--- src/rtl/kronos_types.sv ---
// ============================================================================
// Module   : kronos_types
// Brief    : Shared types and constants for the Kronos memory arbiter.
// Revision : 1.0
// ============================================================================
`default_nettype none

package kronos_types;

   typedef enum logic [1:0] {
      IDLE  = 2'd0,
      OWN_I = 2'd1,
      OWN_D = 2'd2
   } arb_owner_e;

   localparam int ARB_STARVE_W = 8;

endpackage

`default_nettype wire

--- src/rtl/kronos_mem_arb.sv ---
// ============================================================================
// Module   : kronos_mem_arb
// Brief    : Fetch/load-store arbiter for one memory bus, data-priority with
//            ownership lock; fairness counter enabled by KRONOS_ARB_FAIRNESS_EN.
// Revision : 1.0
// ============================================================================
`default_nettype none

module kronos_mem_arb
   import kronos_types::*;
#(
   parameter int unsigned STARVE_LIMIT = 4
) (
   input  logic        clk,
   input  logic        rstz,
   input  logic [31:0] instr_addr,
   input  logic        instr_req,
   output logic [31:0] instr_data,
   output logic        instr_gnt,
   input  logic [31:0] data_addr,
   input  logic [31:0] data_wdata,
   input  logic [3:0]  data_mask,
   input  logic        data_wr_en,
   input  logic        data_req,
   output logic [31:0] data_rdata,
   output logic        data_ack,
   output logic [31:0] mem_addr,
   output logic [31:0] mem_wdata,
   output logic [3:0]  mem_mask,
   output logic        mem_wr_en,
   output logic        mem_req,
   input  logic [31:0] mem_rdata,
   input  logic        mem_ack
);

   if (STARVE_LIMIT < 1 || STARVE_LIMIT > 255) begin : g_bad_limit
      $error("kronos_mem_arb: STARVE_LIMIT must be in 1..255");
   end

   arb_owner_e r_state;
   arb_owner_e w_state_nxt;
   logic       w_sel_i;
   logic       w_sel_d;
   logic       w_starved;

   always_ff @(posedge clk or negedge rstz) begin
      if (!rstz) r_state <= IDLE;
      else       r_state <= w_state_nxt;
   end

   always_comb begin
      w_sel_i     = 1'b0;
      w_sel_d     = 1'b0;
      w_state_nxt = r_state;
      case (r_state)
         IDLE: begin
            if (data_req && !w_starved) w_sel_d = 1'b1;
            else if (instr_req)         w_sel_i = 1'b1;
            if (w_sel_d && !mem_ack)      w_state_nxt = OWN_D;
            else if (w_sel_i && !mem_ack) w_state_nxt = OWN_I;
         end
         OWN_I: begin
            w_sel_i = 1'b1;
            if (mem_ack || !instr_req) w_state_nxt = IDLE;
         end
         OWN_D: begin
            w_sel_d = 1'b1;
            if (mem_ack || !data_req) w_state_nxt = IDLE;
         end
         default: w_state_nxt = IDLE;
      endcase
      // Keep the bus quiet while reset is held, even with requests pending.
      if (!rstz) begin
         w_sel_i = 1'b0;
         w_sel_d = 1'b0;
      end
   end

   assign mem_addr  = w_sel_d ? data_addr  : (w_sel_i ? instr_addr : 32'h0);
   assign mem_wdata = w_sel_d ? data_wdata : 32'h0;
   assign mem_mask  = w_sel_d ? data_mask  : 4'h0;
   assign mem_wr_en = w_sel_d & data_wr_en;
   assign mem_req   = (w_sel_d & data_req) | (w_sel_i & instr_req);

   assign instr_gnt  = mem_ack & w_sel_i;
   assign data_ack   = mem_ack & w_sel_d;
   assign instr_data = mem_rdata;
   assign data_rdata = mem_rdata;

`ifdef KRONOS_ARB_FAIRNESS_EN
   localparam logic [ARB_STARVE_W-1:0] c_limit = ARB_STARVE_W'(STARVE_LIMIT);

   logic [ARB_STARVE_W-1:0] r_starve_cnt;

   // Counts data wins that happened while fetch was waiting; saturates.
   always_ff @(posedge clk or negedge rstz) begin
      if (!rstz)
         r_starve_cnt <= '0;
      else if (!instr_req || instr_gnt)
         r_starve_cnt <= '0;
      else if (data_ack && (r_starve_cnt != '1))
         r_starve_cnt <= r_starve_cnt + 1'b1;
   end

   assign w_starved = (r_starve_cnt >= c_limit);
`else
   assign w_starved = 1'b0;
`endif

endmodule

`default_nettype wire

--- config.mk ---
export PLATFORM = sky130hd
export DESIGN_NAME = kronos_mem_arb
export DESIGN_NICKNAME = d
export VERILOG_FILES = /design/src/rtl/kronos_types.sv /design/src/rtl/kronos_mem_arb.sv
export SDC_FILE = /design/constraint.sdc
export NUM_CORES = 1
export LEC_CHECK = 0
export CAP_MARGIN = 5
export CORE_AREA = 2 2 105 107
export DETAILED_ROUTE_END_ITERATION = 8
export DIE_AREA = 0 0 107 109
export PLACE_DENSITY_LB_ADDON = 0.3
export RECOVER_POWER = 25
export SYNTH_ARGS = -nofsm -noshare
export SYNTH_HDL_FRONTEND = slang
export SYNTH_SLANG_ARGS = --single-unit
--- constraint.sdc ---
create_clock -name clk -period 1.3 [get_ports clk]
set_input_delay 0.26 -clock clk [delete_from_list [all_inputs] [get_ports clk]]
set_output_delay 0.26 -clock clk [all_outputs]
set_load 0.01 [all_outputs]
==> results.tsv, run 1 <==
stage	metric	value	unit
global_route	via count of the first global-routing pass	1621	
run_status	failing checks	negative setup slack	
global_route	most used routing layer in global routing	met2	
timing	clk_skew	0.002135	ns
global_route	M1 GR Usage	0.1005	
global_route	GRT met3 Usage	0.03168	
synthesis	register area share after synthesis	0.04077	
clock_network	later-pin clock latency in the skew report	0.21	ns
critical_path	CP Class	reg -> out	
final_layout	Largest register FFs	2	
timing	Slew headroom	0.8520	
drt	final wirelength	7.049	mm
final_layout	non-filler instance count after layout	427	
synthesis	syn_nets	296	
timing	Slew Limit Fails	0	
global_route	largest net degree at the start of global routing	19	
placement	pre-CTS setup slack	-0.9745	ns
timing	final critical-path required period	1.791	ns
final_layout	Area Growth Syn to Fin	135.8	%
synthesis	Yosys warning count	0	
flow_run	Max-cap violations	0	
timing	RSZ-0062 raised after global routing	yes	
hold_path	Hold Crit Class	in -> async	
clock_network	clock sink count	2	
timing	Setup-failing EPs final	72	
power	pwr dens	457.4	nW/µm²
global_route	M2 GR Usage	0.2184	
critical_path	worst reg-to-reg path cell count	7	
die	Die X	107	µm
drt	WL/cell	16.51	µm
final_layout	share of cells above drive strength 1	0.4390	
final_layout	diode count	0	
placement	Cells after DPL	409	
placement	detailed placement HPWL	4.799	mm
die	row cnt	38	
critical_path	crit path max fanout	8	
placement	Port Buf Inserts	177	
die	DIE AREA	11660	µm²
run_status	status	finished with violations	
drt	routed via count	1613	
clock_network	Clock Tree Root	clkbuf_8	
clock_network	H-tree level count	1	
drt	Vias/cell	3.778	
critical_path	critical path's largest stage delay	0.40	ns
synthesis	Synth Register Bits	2	
critical_path	WP data required	1.04	ns
synthesis	Post-Syn Area	1227	µm²
drt	starting DRC count in detailed routing	49	
timing	maximum operating frequency	0.5584	GHz
critical_path	signal arrival time at the worst endpoint	1.53	ns
synthesis	top area cells in the synthesized netlist	buf_4, a22o_1, and2_1	
global_route	Total GRT Usage	0.1083	
timing	crit share post-route	1.377	
clock_network	Clock Path Buffers	2	
synthesis	Avg Cell Area, Syn	7.769	µm²
die	CORE AREA	10600	µm²
synthesis	Yosys top cell area share	0.3976	
global_route	gr ovfl total	0	
synthesis	Cell variety after synth	14	
critical_path	CP Cell Sequence	nand2b_4, a21oi_4, buf_6, buf_16, a22o_1, buf_2	
critical_path	Setup crit start kind	register	
critical_path	slowest stage cell, crit path	dfrtp_1	
clock_network	CTS Buf Count	3	
clock_network	TritonCTS clock tree	yes	
critical_path	Setup crit end kind	output pin	
drt	Pre-antenna DRT Iters	4	
synthesis	Post-Synthesis Cells	158	
final_layout	Top reg by flops	r_state	
clock_network	Clk pin slew, worst setup/hold paths	0.03	ns
power	worst vdd ir	0.1894	mV
synthesis	Synth area leader	buf_4	
drt	# DRC	0	
timing	Final Hold Vio Count	0	
final_layout	fin nets	427	
die	die extent in y	109	µm
drt	ANT nets after route	0	
placement	Routability Congestion	0.6888	
power	leak pwr	1.333	nW
die	IO Pins	274	
global_route	first-pass GRT wire length	9.439	mm
global_route	antenna violations before repair	0	
die	Initial Util	0.1158	
timing	Slew @ Worst Pin	0.2215	ns
timing	PnR worst setup slack	-0.4907	ns
final_layout	Largest regs	r_state x2	
-- what timing repair did --
| action | in CTS | in global routing |
|---|---|---|
| gates cloned | 9 | 0 |
| hold buffers | 0 | 0 |
| resized for setup | 344 | 13 |
| pin swaps | 11 | 18 |
| setup endpoints to repair | 72 | 72 |
| buffers inserted | 11 | 0 |
-- placed cells by master (no fill, tap or decap) --
cell type and n:
a211oi_1 1, a21boi_2 1, a21oi_4 1, a22o_1 32, and2_1 19, and2_4 20
buf_12 5, buf_16 7, buf_2 51, buf_4 6, buf_6 26, buf_8 1
clkbuf_8 3, clkdlybuf4s50_1 102, dfrtp_1 2, dlygate4sd2_1 3, inv_2 1, nand2_4 1
nand2b_1 1, nand2b_4 2, nor2_1 1, o211a_4 1
-- per-layer routing --
metal / vias up / part of all wire / routed length [µm]
li1: 734 / - / -
met1: 712 / 0.32 / 2232
met2: 138 / 0.53 / 3716
met3: 29 / 0.12 / 845
met4: 0 / 0.036 / 255
met5: - / 0 / 0
-- layout make-up --
type | instances | area [µm²]
clock buffers | 3 | 41.29
fillers | 1132 | 7709
inverters | 1 | 3.754
multi-input cells | 80 | 675.6
flip-flops and latches | 2 | 50.05
well taps | 140 | 175.2
repair buffers | 201 | 1948
-- per-stage QoR --
| stage | util | TNS [ns] | power, mW | hold slack, ns | cell area (µm²) |
|---|---|---|---|---|---|
| floorplan | - | -0.3112 | 0.5581 | -0.03559 | 1231 |
| global placement | 0.2544 | -63.97 | 0.9896 | 0.5201 | 2698 |
| detailed placement | 0.2544 | -63.91 | 0.9909 | 0.5201 | 2698 |
| CTS | 0.2754 | -32.32 | 1.365 | 0.1838 | 2920 |
| global route | 0.2730 | -35.90 | 1.406 | 0.2142 | 2894 |
| finish | 0.2730 | -31.29 | 1.324 | 0.1932 | 2894 |
-- final timing paths --
kind / endpoint / startpoint / slack, ns
hold reg to reg: r_state[0]$_DFFE_PN0P_ / r_state[1]$_DFFE_PN0P_ / 0.73
setup reg to reg: r_state[1]$_DFFE_PN0P_ / r_state[0]$_DFFE_PN0P_ / 0.23
min in group clk: data_rdata[18] / mem_rdata[18] / 0.52
hold / removal: r_state[0]$_DFFE_PN0P_ / rstz / 0.19
setup / recovery: mem_addr[8] / r_state[1]$_DFFE_PN0P_ / -0.49
max in group asynchronous: r_state[1]$_DFFE_PN0P_ / rstz / 1.01
-- synth_stat cells --
| cell | instances |
|---|---|
| buf_4 | 65 |
| and2_1 | 39 |
| a22o_1 | 32 |
| buf_6 | 7 |
| clkbuf_2 | 3 |
| nand2b_1 | 3 |
| dfrtp_1 | 2 |
| a211oi_1 | 1 |
| a21boi_0 | 1 |
| a21oi_4 | 1 |
| inv_2 | 1 |
| nand2_1 | 1 |
| nor2_1 | 1 |
| o211a_1 | 1 |
-- critical path, delay by kind of cell, from the launching register on --
family | cells | cell delay (ns)
AND/OR/NAND/NOR | 1 | 0.16
AO/OA/AOI/OAI | 2 | 0.33
flip-flops | 1 | 0.40
buffers and inverters | 3 | 0.42
-- power breakdown --
group	internal (mW)	total, mW	switching [mW]
clock network	0.196	0.241	0.0453
registers	0.0659	0.0686	0.00271
logic	0.664	1.01	0.350
-- cells by family (layout without fill, tap and decap cells) --
kind of cell           count (synthesis)  count (layout)  share of synthesized area
AO/OA/AOI/OAI                         36              36                     0.2620
buffers and inverters                 76             205                     0.4771
flip-flops                             2               2                    0.04078
AND/OR/NAND/NOR                       44              44                     0.2202
No activity file was read; power rests on OpenSTA's default activity.
==> inputs of run 2 (changes only) <==
--- a/config.mk
+++ b/config.mk
@@ -5,7 +5,7 @@
 export SDC_FILE = /design/constraint.sdc
 export NUM_CORES = 1
 export LEC_CHECK = 0
-export CAP_MARGIN = 5
+export CAP_MARGIN = 10
 export CORE_AREA = 2 2 105 107
 export DETAILED_ROUTE_END_ITERATION = 8
 export DIE_AREA = 0 0 107 109
==> results of run 2 <==
Final layout, timing and power as in run 1 (identical DEF).
